`src/rtl/coreuart_fifo_gen2.sv`:
```
`default_nettype none
// +--------------------------------------------------------------------------+
// | coreuart_fifo_gen2 : 16x-oversampled UART TX/RX with FWFT FIFOs,          |
// |                      sticky error flags and false-start rejection.        |
// | Revision : 1.0                                                            |
// +--------------------------------------------------------------------------+

module coreuart_fifo_gen2_fifo #(
    parameter int DEPTH = 16,
    parameter int LVL_W = 5,
    parameter int WIDTH = 8
) (
    input  logic             clk_i,
    input  logic             reset_n_i,
    input  logic             push_i,
    input  logic             pop_i,
    input  logic [WIDTH-1:0] wdata_i,
    output logic [WIDTH-1:0] rdata_o,
    output logic             empty_o,
    output logic             full_o,
    output logic [LVL_W-1:0] level_o
);
    localparam int AW = $clog2(DEPTH);
    localparam int PW = AW + 1;

    logic [WIDTH-1:0] mem_q [DEPTH];
    logic [PW-1:0]    wr_q;
    logic [PW-1:0]    rd_q;
    logic [PW-1:0]    w_count;
    logic             w_pop_ok;
    logic             w_push_ok;

    // Extra pointer bit distinguishes full from empty; index wraps at DEPTH.
    assign w_count   = wr_q - rd_q;
    assign empty_o   = (w_count == '0);
    assign full_o    = (w_count == PW'(DEPTH));
    assign w_pop_ok  = pop_i && !empty_o;
    assign w_push_ok = push_i && (!full_o || w_pop_ok);
    assign rdata_o   = empty_o ? '0 : mem_q[rd_q[AW-1:0]];
    assign level_o   = LVL_W'(w_count);

    always_ff @(posedge clk_i) begin
        if (!reset_n_i) begin
            wr_q <= '0;
            rd_q <= '0;
        end else begin
            if (w_push_ok) wr_q <= wr_q + PW'(1);
            if (w_pop_ok)  rd_q <= rd_q + PW'(1);
        end
    end

    always_ff @(posedge clk_i) begin
        if (w_push_ok) mem_q[wr_q[AW-1:0]] <= wdata_i;
    end
endmodule

module coreuart_fifo_gen2 #(
    parameter int TX_DEPTH = 16,
    parameter int RX_DEPTH = 16,
    parameter int LVL_W    = 5
) (
    input  logic             clk_i,
    input  logic             reset_n_i,
    input  logic             csn_i,
    input  logic             wen_i,
    input  logic             oen_i,
    input  logic [7:0]       data_in_i,
    input  logic             rx_i,
    input  logic [12:0]      baud_val_i,
    input  logic             bit8_i,
    input  logic             parity_en_i,
    input  logic             odd_n_even_i,
    input  logic             stop2_i,
    output logic [7:0]       data_out_o,
    output logic             tx_o,
    output logic             txrdy_o,
    output logic             rxrdy_o,
    output logic             parity_err_o,
    output logic             framing_err_o,
    output logic             overflow_o,
    output logic [LVL_W-1:0] tx_level_o,
    output logic [LVL_W-1:0] rx_level_o
);
    localparam logic [2:0] S_IDLE   = 3'd0;
    localparam logic [2:0] S_START  = 3'd1;
    localparam logic [2:0] S_DATA   = 3'd2;
    localparam logic [2:0] S_PARITY = 3'd3;
    localparam logic [2:0] S_STOP1  = 3'd4;
    localparam logic [2:0] S_STOP2  = 3'd5;
    localparam logic [2:0] S_WAITHI = 3'd6;

    logic [12:0] baud_cnt_q;
    logic        w_tick;
    logic        rd_prev_q;
    logic        w_rd_edge;
    logic [7:0]  w_tx_head;
    logic        w_tx_empty;
    logic        w_tx_full;
    logic        w_rx_empty;
    logic        w_rx_full;

    assign w_tick    = (baud_cnt_q == 13'd0);
    assign w_rd_edge = !csn_i && !oen_i && !rd_prev_q;

    always_ff @(posedge clk_i) begin
        if (!reset_n_i) begin
            baud_cnt_q <= 13'd0;
            rd_prev_q  <= 1'b0;
        end else begin
            baud_cnt_q <= w_tick ? baud_val_i : baud_cnt_q - 13'd1;
            rd_prev_q  <= !csn_i && !oen_i;
        end
    end

    // ---------------- transmitter ----------------
    logic [2:0] tx_state_q, tx_state_d;
    logic [3:0] tx_tcnt_q;
    logic [2:0] tx_bit_q;
    logic [7:0] tx_shift_q;
    logic       tx_parbit_q, tx_bit8_q, tx_paren_q, tx_stop2_q;
    logic       w_tx_load, w_tx_end, w_tx_out;
    logic [2:0] w_tx_nbm1;

    assign w_tx_end  = w_tick && (tx_tcnt_q == 4'hF);
    assign w_tx_nbm1 = tx_bit8_q ? 3'd7 : 3'd6;

    always_ff @(posedge clk_i) begin
        if (!reset_n_i) tx_state_q <= S_IDLE;
        else            tx_state_q <= tx_state_d;
    end

    always_comb begin
        tx_state_d = tx_state_q;
        w_tx_load  = 1'b0;
        case (tx_state_q)
            S_IDLE:   if (w_tick && !w_tx_empty) begin
                          tx_state_d = S_START;
                          w_tx_load  = 1'b1;
                      end
            S_START:  if (w_tx_end) tx_state_d = S_DATA;
            S_DATA:   if (w_tx_end && tx_bit_q == w_tx_nbm1)
                          tx_state_d = tx_paren_q ? S_PARITY : S_STOP1;
            S_PARITY: if (w_tx_end) tx_state_d = S_STOP1;
            S_STOP1, S_STOP2:
                      if (w_tx_end) begin
                          if (tx_state_q == S_STOP1 && tx_stop2_q) begin
                              tx_state_d = S_STOP2;
                          end else if (!w_tx_empty) begin
                              tx_state_d = S_START;
                              w_tx_load  = 1'b1;
                          end else begin
                              tx_state_d = S_IDLE;
                          end
                      end
            default:  tx_state_d = S_IDLE;
        endcase
    end

    always_comb begin
        w_tx_out = 1'b1;
        case (tx_state_q)
            S_START:  w_tx_out = 1'b0;
            S_DATA:   w_tx_out = tx_shift_q[tx_bit_q];
            S_PARITY: w_tx_out = tx_parbit_q;
            default:  w_tx_out = 1'b1;
        endcase
    end
    assign tx_o = w_tx_out;

    always_ff @(posedge clk_i) begin
        if (!reset_n_i) begin
            tx_tcnt_q   <= 4'd0;
            tx_bit_q    <= 3'd0;
            tx_shift_q  <= 8'd0;
            tx_parbit_q <= 1'b0;
            tx_bit8_q   <= 1'b1;
            tx_paren_q  <= 1'b0;
            tx_stop2_q  <= 1'b0;
        end else if (w_tx_load) begin
            tx_tcnt_q   <= 4'd0;
            tx_bit_q    <= 3'd0;
            tx_shift_q  <= w_tx_head;
            tx_parbit_q <= ^(bit8_i ? w_tx_head : {1'b0, w_tx_head[6:0]}) ^ odd_n_even_i;
            tx_bit8_q   <= bit8_i;
            tx_paren_q  <= parity_en_i;
            tx_stop2_q  <= stop2_i;
        end else if (w_tick) begin
            tx_tcnt_q <= tx_tcnt_q + 4'd1;
            if (w_tx_end && tx_state_q == S_DATA) tx_bit_q <= tx_bit_q + 3'd1;
        end
    end

    // ---------------- receiver ----------------
    logic [2:0] rx_state_q, rx_state_d;
    logic       rx_meta_q, rx_sync_q, rx_prev_q;
    logic [3:0] rx_tcnt_q;
    logic [2:0] rx_bit_q;
    logic [7:0] rx_shift_q;
    logic       rx_bit8_q, rx_paren_q, rx_odd_q, rx_stop2_q;
    logic       rx_xor_q, rx_perr_q, rx_ferr_q;
    logic       w_rx_start, w_rx_done, w_rx_mid, w_rx_end, w_rx_ferr;
    logic [2:0] w_rx_nbm1;
    logic [7:0] w_rx_data;

    assign w_rx_mid  = w_tick && (rx_tcnt_q == 4'd7);
    assign w_rx_end  = w_tick && (rx_tcnt_q == 4'hF);
    assign w_rx_nbm1 = rx_bit8_q ? 3'd7 : 3'd6;
    assign w_rx_ferr = rx_ferr_q || !rx_sync_q;
    assign w_rx_data = rx_bit8_q ? rx_shift_q : {1'b0, rx_shift_q[7:1]};

    always_ff @(posedge clk_i) begin
        if (!reset_n_i) begin
            rx_state_q <= S_IDLE;
            rx_meta_q  <= 1'b1;
            rx_sync_q  <= 1'b1;
            rx_prev_q  <= 1'b1;
        end else begin
            rx_state_q <= rx_state_d;
            rx_meta_q  <= rx_i;
            rx_sync_q  <= rx_meta_q;
            rx_prev_q  <= rx_sync_q;
        end
    end

    // The frame completes mid-way through its last stop bit so that a
    // back-to-back start edge is never missed.
    always_comb begin
        rx_state_d = rx_state_q;
        w_rx_start = 1'b0;
        case (rx_state_q)
            S_IDLE:   if (rx_prev_q && !rx_sync_q) begin
                          rx_state_d = S_START;
                          w_rx_start = 1'b1;
                      end
            S_START:  if (w_rx_mid && rx_sync_q) rx_state_d = S_IDLE;
                      else if (w_rx_end)         rx_state_d = S_DATA;
            S_DATA:   if (w_rx_end && rx_bit_q == w_rx_nbm1)
                          rx_state_d = rx_paren_q ? S_PARITY : S_STOP1;
            S_PARITY: if (w_rx_end) rx_state_d = S_STOP1;
            S_STOP1:  if (w_rx_mid && !rx_stop2_q) rx_state_d = w_rx_ferr ? S_WAITHI : S_IDLE;
                      else if (w_rx_end)           rx_state_d = S_STOP2;
            S_STOP2:  if (w_rx_mid) rx_state_d = w_rx_ferr ? S_WAITHI : S_IDLE;
            S_WAITHI: if (rx_sync_q) rx_state_d = S_IDLE;
            default:  rx_state_d = S_IDLE;
        endcase
    end

    always_comb begin
        w_rx_done = 1'b0;
        if (w_rx_mid) begin
            w_rx_done = (rx_state_q == S_STOP2) || (rx_state_q == S_STOP1 && !rx_stop2_q);
        end
    end

    always_ff @(posedge clk_i) begin
        if (!reset_n_i) begin
            rx_tcnt_q  <= 4'd0;
            rx_bit_q   <= 3'd0;
            rx_shift_q <= 8'd0;
            rx_bit8_q  <= 1'b1;
            rx_paren_q <= 1'b0;
            rx_odd_q   <= 1'b0;
            rx_stop2_q <= 1'b0;
            rx_xor_q   <= 1'b0;
            rx_perr_q  <= 1'b0;
            rx_ferr_q  <= 1'b0;
        end else if (w_rx_start) begin
            rx_tcnt_q  <= 4'd0;
            rx_bit_q   <= 3'd0;
            rx_bit8_q  <= bit8_i;
            rx_paren_q <= parity_en_i;
            rx_odd_q   <= odd_n_even_i;
            rx_stop2_q <= stop2_i;
            rx_xor_q   <= 1'b0;
            rx_perr_q  <= 1'b0;
            rx_ferr_q  <= 1'b0;
        end else if (w_tick) begin
            rx_tcnt_q <= rx_tcnt_q + 4'd1;
            if (w_rx_mid) begin
                case (rx_state_q)
                    S_DATA: begin
                        rx_shift_q <= {rx_sync_q, rx_shift_q[7:1]};
                        rx_xor_q   <= rx_xor_q ^ rx_sync_q;
                    end
                    S_PARITY:         rx_perr_q <= (rx_sync_q != (rx_xor_q ^ rx_odd_q));
                    S_STOP1, S_STOP2: rx_ferr_q <= w_rx_ferr;
                    default:          rx_ferr_q <= rx_ferr_q;
                endcase
            end
            if (w_rx_end && rx_state_q == S_DATA) rx_bit_q <= rx_bit_q + 3'd1;
        end
    end

    // Sticky flags: a set in the same cycle as a read-clear takes priority.
    logic parity_err_q, framing_err_q, overflow_q;
    always_ff @(posedge clk_i) begin
        if (!reset_n_i) begin
            parity_err_q  <= 1'b0;
            framing_err_q <= 1'b0;
            overflow_q    <= 1'b0;
        end else begin
            if (w_rx_done && rx_perr_q)      parity_err_q  <= 1'b1;
            else if (w_rd_edge)              parity_err_q  <= 1'b0;
            if (w_rx_done && w_rx_ferr)      framing_err_q <= 1'b1;
            else if (w_rd_edge)              framing_err_q <= 1'b0;
            if (w_rx_done && w_rx_full && !w_rd_edge) overflow_q <= 1'b1;
            else if (w_rd_edge)              overflow_q    <= 1'b0;
        end
    end
    assign parity_err_o  = parity_err_q;
    assign framing_err_o = framing_err_q;
    assign overflow_o    = overflow_q;

    coreuart_fifo_gen2_fifo #(.DEPTH(TX_DEPTH), .LVL_W(LVL_W), .WIDTH(8)) u_tx_fifo (
        .clk_i     (clk_i),
        .reset_n_i (reset_n_i),
        .push_i    (!csn_i && !wen_i),
        .pop_i     (w_tx_load),
        .wdata_i   (data_in_i),
        .rdata_o   (w_tx_head),
        .empty_o   (w_tx_empty),
        .full_o    (w_tx_full),
        .level_o   (tx_level_o)
    );

    coreuart_fifo_gen2_fifo #(.DEPTH(RX_DEPTH), .LVL_W(LVL_W), .WIDTH(8)) u_rx_fifo (
        .clk_i     (clk_i),
        .reset_n_i (reset_n_i),
        .push_i    (w_rx_done),
        .pop_i     (w_rd_edge),
        .wdata_i   (w_rx_data),
        .rdata_o   (data_out_o),
        .empty_o   (w_rx_empty),
        .full_o    (w_rx_full),
        .level_o   (rx_level_o)
    );

    assign txrdy_o = !w_tx_full;
    assign rxrdy_o = !w_rx_empty;
endmodule
`default_nettype wire

```
`config.mk`:
```
export PLATFORM = sky130hd
export DESIGN_NAME = coreuart_fifo_gen2
export DESIGN_NICKNAME = d
export VERILOG_FILES = /design/src/rtl/coreuart_fifo_gen2.sv
export SDC_FILE = /design/constraint.sdc
export NUM_CORES = 1
export LEC_CHECK = 0
export ABC_AREA = 1
export CAP_MARGIN = 10
export CORE_ASPECT_RATIO = 0.6
export CORE_UTILIZATION = 45
export DETAILED_ROUTE_END_ITERATION = 16
export GPL_ROUTABILITY_DRIVEN = 1
export PLACE_DENSITY_LB_ADDON = 0.1
export SLEW_MARGIN = 10
export SYNTH_ARGS = -nofsm -noshare
export SYNTH_HDL_FRONTEND = slang
export SYNTH_SLANG_ARGS = --single-unit
```
`constraint.sdc`:
```
create_clock -name clk_i -period 6.3 [get_ports clk_i]
set_input_delay 1.26 -clock clk_i [delete_from_list [all_inputs] [get_ports clk_i]]
set_output_delay 1.26 -clock clk_i [all_outputs]
set_load 0.01 [all_outputs]
```
==> impl_metrics.json <==
{
  "die_y_um": 145,
  "grt_pass1_wl_um": 57700,
  "synth.distinct_cells": 54,
  "cp_slowest_cell": "clkinv_1",
  "multi_input_area_um2": 5010,
  "routedWlPerCell_um": 18.6,
  "clk_latency_ns": 0.52,
  "grt_antenna_before_repair": 0,
  "syn-cell-area_um2": 15400,
  "whs_path_depth": 1,
  "grt_pass1_vias": 9886,
  "cts.sinks": 351,
  "slew_viol_final": 0,
  "io_pins": 55,
  "finalSetupTns_ns": 0,
  "ys.flop_type": "edfxtp_1",
  "place_area_um2": 16300,
  "post-route-drc-count": 0,
  "p_leak_nw": 6.42,
  "slew_headroom_pct": 17.0,
  "tightest_slew_ns": 1.24,
  "rsz0062_at_grt": "no",
  "holdWs_ns": 0.417,
  "crit_buf_inv": 3,
  "layout_commonest_cell": "nand2_1",
  "start_util_pct": 45.7,
  "final_layout_size_suffix_gt1_share_pct": 7.88,
  "cts_tree": "yes",
  "synth_edf_count": 256,
  "cts.path.max_buffers": 3,
  "cts_buffers": 35,
  "ctsHoldBuffers": 0,
  "root_buffer": "clkbuf_16",
  "num_vias": 10633,
  "syn_inst": 1477,
  "synthToLayoutAreaGrowth_pct": 13.6,
  "finalCritPeriodShare_pct": 74.8,
  "critPathMaxStageDelay_ns": 0.65,
  "cp_num_cells": 9,
  "cp-end-kind": "output pin",
  "ff2ff_path_depth": 16,
  "max_clock_freq_mhz": 212,
  "yosysSeqAreaShare_pct": 62.4,
  "fin_area_um2": 17500,
  "drv_cap": 0,
  "hold_path.class": "flop to flop",
  "fin_cells": 2007,
  "dr.pass1.iters": 5,
  "hold_viol": 0,
  "skew_ns": 0.0132,
  "fin_util_pct": 51.9,
  "crit_type": "flop to output pin",
  "rows": 52,
  "crit_chain": "clkinv_1 -> buf_4 -> a21oi_1 -> o21ai_0 -> o21ai_0 -> o21ai_0 -> a31oi_1 -> a311oi_1 -> clkdlybuf4s50_1",
  "ir_drop_v": 0.000249,
  "post_cts_buffers": 0,
  "seq_area_um2": 9590,
  "die_w_um": 241,
  "die_area_um2": 34900,
  "power_density_nw_per_um2": 377,
  "avgSynthCellArea_um2": 10.4,
  "final_cell_mix": "nand2_1 (288), edfxtp_1 (256), nand3_1 (164), inv_1 (127), a21oi_1 (96)",
  "num-fill-cells": 2988,
  "dpl.cell_count": 1944,
  "grtUsageTotal_pct": 21.7,
  "core_area_um2": 33600,
  "nNetsFinal": 1579,
  "synth.top_cell.area_share_pct": 50.0,
  "yosysWarnings": 0,
  "setup_viol": 0,
  "cp.required_ns": 5.04,
  "worst_path_dominant_cell_family": "buffers and inverters",
  "antenna_left": 0,
  "fin_crit_ns": 4.71,
  "synth_area_leaders": "edfxtp_1 (50%), dfxtp_1 (12%), nand2_1 (7.0%), nand3_1 (5.3%), a21oi_1 (3.2%)",
  "place.gp.congestion": 0.881,
  "cp-start-kind": "flop",
  "antennaDiodeCount": 0,
  "grt_max_degree": 71,
  "grt-ovfl-total": 0,
  "synth_top_cell_by_area": "edfxtp_1",
  "outcome": "finished, final reports clean",
  "cts.repair.resized": 0,
  "dpl.hpwl_um": 25000,
  "synth_seq_cells": 351,
  "wl_um": 37300,
  "synthArstFlopShare_pct": 0,
  "critPathMaxFanout": 28,
  "cp_common_cell": "o21ai_0",
  "h-tree-depth": 2,
  "vias_per_cell": 5.30,
  "drt_iter0_drc": 1108,
  "critical_path_arrival_ns": 3.45,
  "clkTransAtPathRegs_ns": 0.06,
  "portBuffers": 54,
  "syn_nets": 1533
}
-- kinds of logic (layout without fill, tap and decap cells) --
group | after synthesis | in the layout | share of synthesized area [%]
and+or+nand+nor | 602 | 602 | 17.6
DFF | 351 | 351 | 62.4
AOI/OAI and AO/OA | 244 | 244 | 8.93
buffers and inverters | 194 | 265 | 5.06
muxes | 41 | 41 | 2.77
adders and majority gates | 25 | 25 | 2.13
xor gates and xnor gates | 20 | 20 | 1.14
-- cell usage after synthesis (all sizes together) (3+ instances only) --
cell type / count
o211a: 3
o21a: 4
clkbuf: 26
xnor2: 7
edfxtp: 256
buf: 32
mux2i: 29
ha: 23
nor2: 98
a21oi: 97
o211ai: 6
mux2: 12
nor3: 18
a211oi: 10
nand3: 168
a31oi: 16
nand4: 11
dfxtp: 95
a311oi: 4
inv: 134
nand2: 296
or2: 7
xor2: 13
o21ai: 97
-- sequential cells by signal, indices dropped and copies added (netlist names), 4 cells and up, named ones only --
signal / count
u_tx_fifo.mem_q: 128
u_rx_fifo.wr_q: 5
tx_shift_q: 8
rx_tcnt_q: 4
u_tx_fifo.rd_q: 5
rx_shift_q: 8
u_rx_fifo.rd_q: 5
u_rx_fifo.mem_q: 128
baud_cnt_q: 13
tx_tcnt_q: 4
u_tx_fifo.wr_q: 5
-- per-stage QoR --
step                setup slack [ns]  total power [W]
floorplan                       2.85          0.00398
CTS                             1.55          0.00663
finish                          1.59          0.00659
global route                    1.21          0.00697
detailed placement              2.12          0.00452
global placement                2.21          0.00451
-- layer usage --
layer  GRT usage (%)  wire length, µm  part of all wire (%)  up-vias
met5               0                0                     0        -
met4            4.52              492                   1.3        0
met3            5.31             2740                   7.4       38
met2            27.0            13900                    37      290
met1            36.6            20100                    54     5081
li1                -                -                     -     5224
-- cell type report --
| type | count | area share, % |
|---|---|---|
| clock inverter | 16 | 0.888 |
| timing repair buffer | 67 | 3.65 |
| clock buffer | 46 | 5.61 |
| inverter | 136 | 2.94 |
| tap | 459 | 3.29 |
| multi-input combinational | 932 | 28.7 |
| sequential | 351 | 54.9 |
-- where the power goes --
group	leakage [nW]	switching (W)	total, W	internal, W
sequential	3.11	0.000113	0.00269	0.00258
clock	0.551	0.000883	0.00210	0.00122
combinational	2.76	0.00119	0.00180	0.000609
total	6.42	0.00218	0.00659	0.00440
-- worst register-to-register path, cell delays in order (launching register included) --
cell	delay [ns]
dfxtp_1	0.38
inv_1	0.12
ha_1	0.22
fa_1	0.41
inv_1	0.07
nand3_1	0.09
nand3_1	0.10
nand2_1	0.09
nand3_2	0.29
nand3_1	0.20
nand2_4	0.17
inv_4	0.08
nand2_4	0.07
nand3_4	0.11
inv_2	0.11
nand2_1	0.11
nor2_1	0.86
-- final timing paths --
path,startpoint,slack (ns),to
hold reg to reg,rx_meta_q$_SDFF_PN1_,0.42,rx_sync_q$_SDFF_PN1_
hold / removal,rx_meta_q$_SDFF_PN1_,0.42,rx_sync_q$_SDFF_PN1_
setup / recovery,flop,1.59,data_out_o[6]
setup reg to reg,u_tx_fifo.wr_q[0]$_SDFFE_PN0P_,2.43,u_tx_fifo.mem_q[10][6]$_DFFE_PP_
Note: power is estimated with default switching activity, not from simulation.
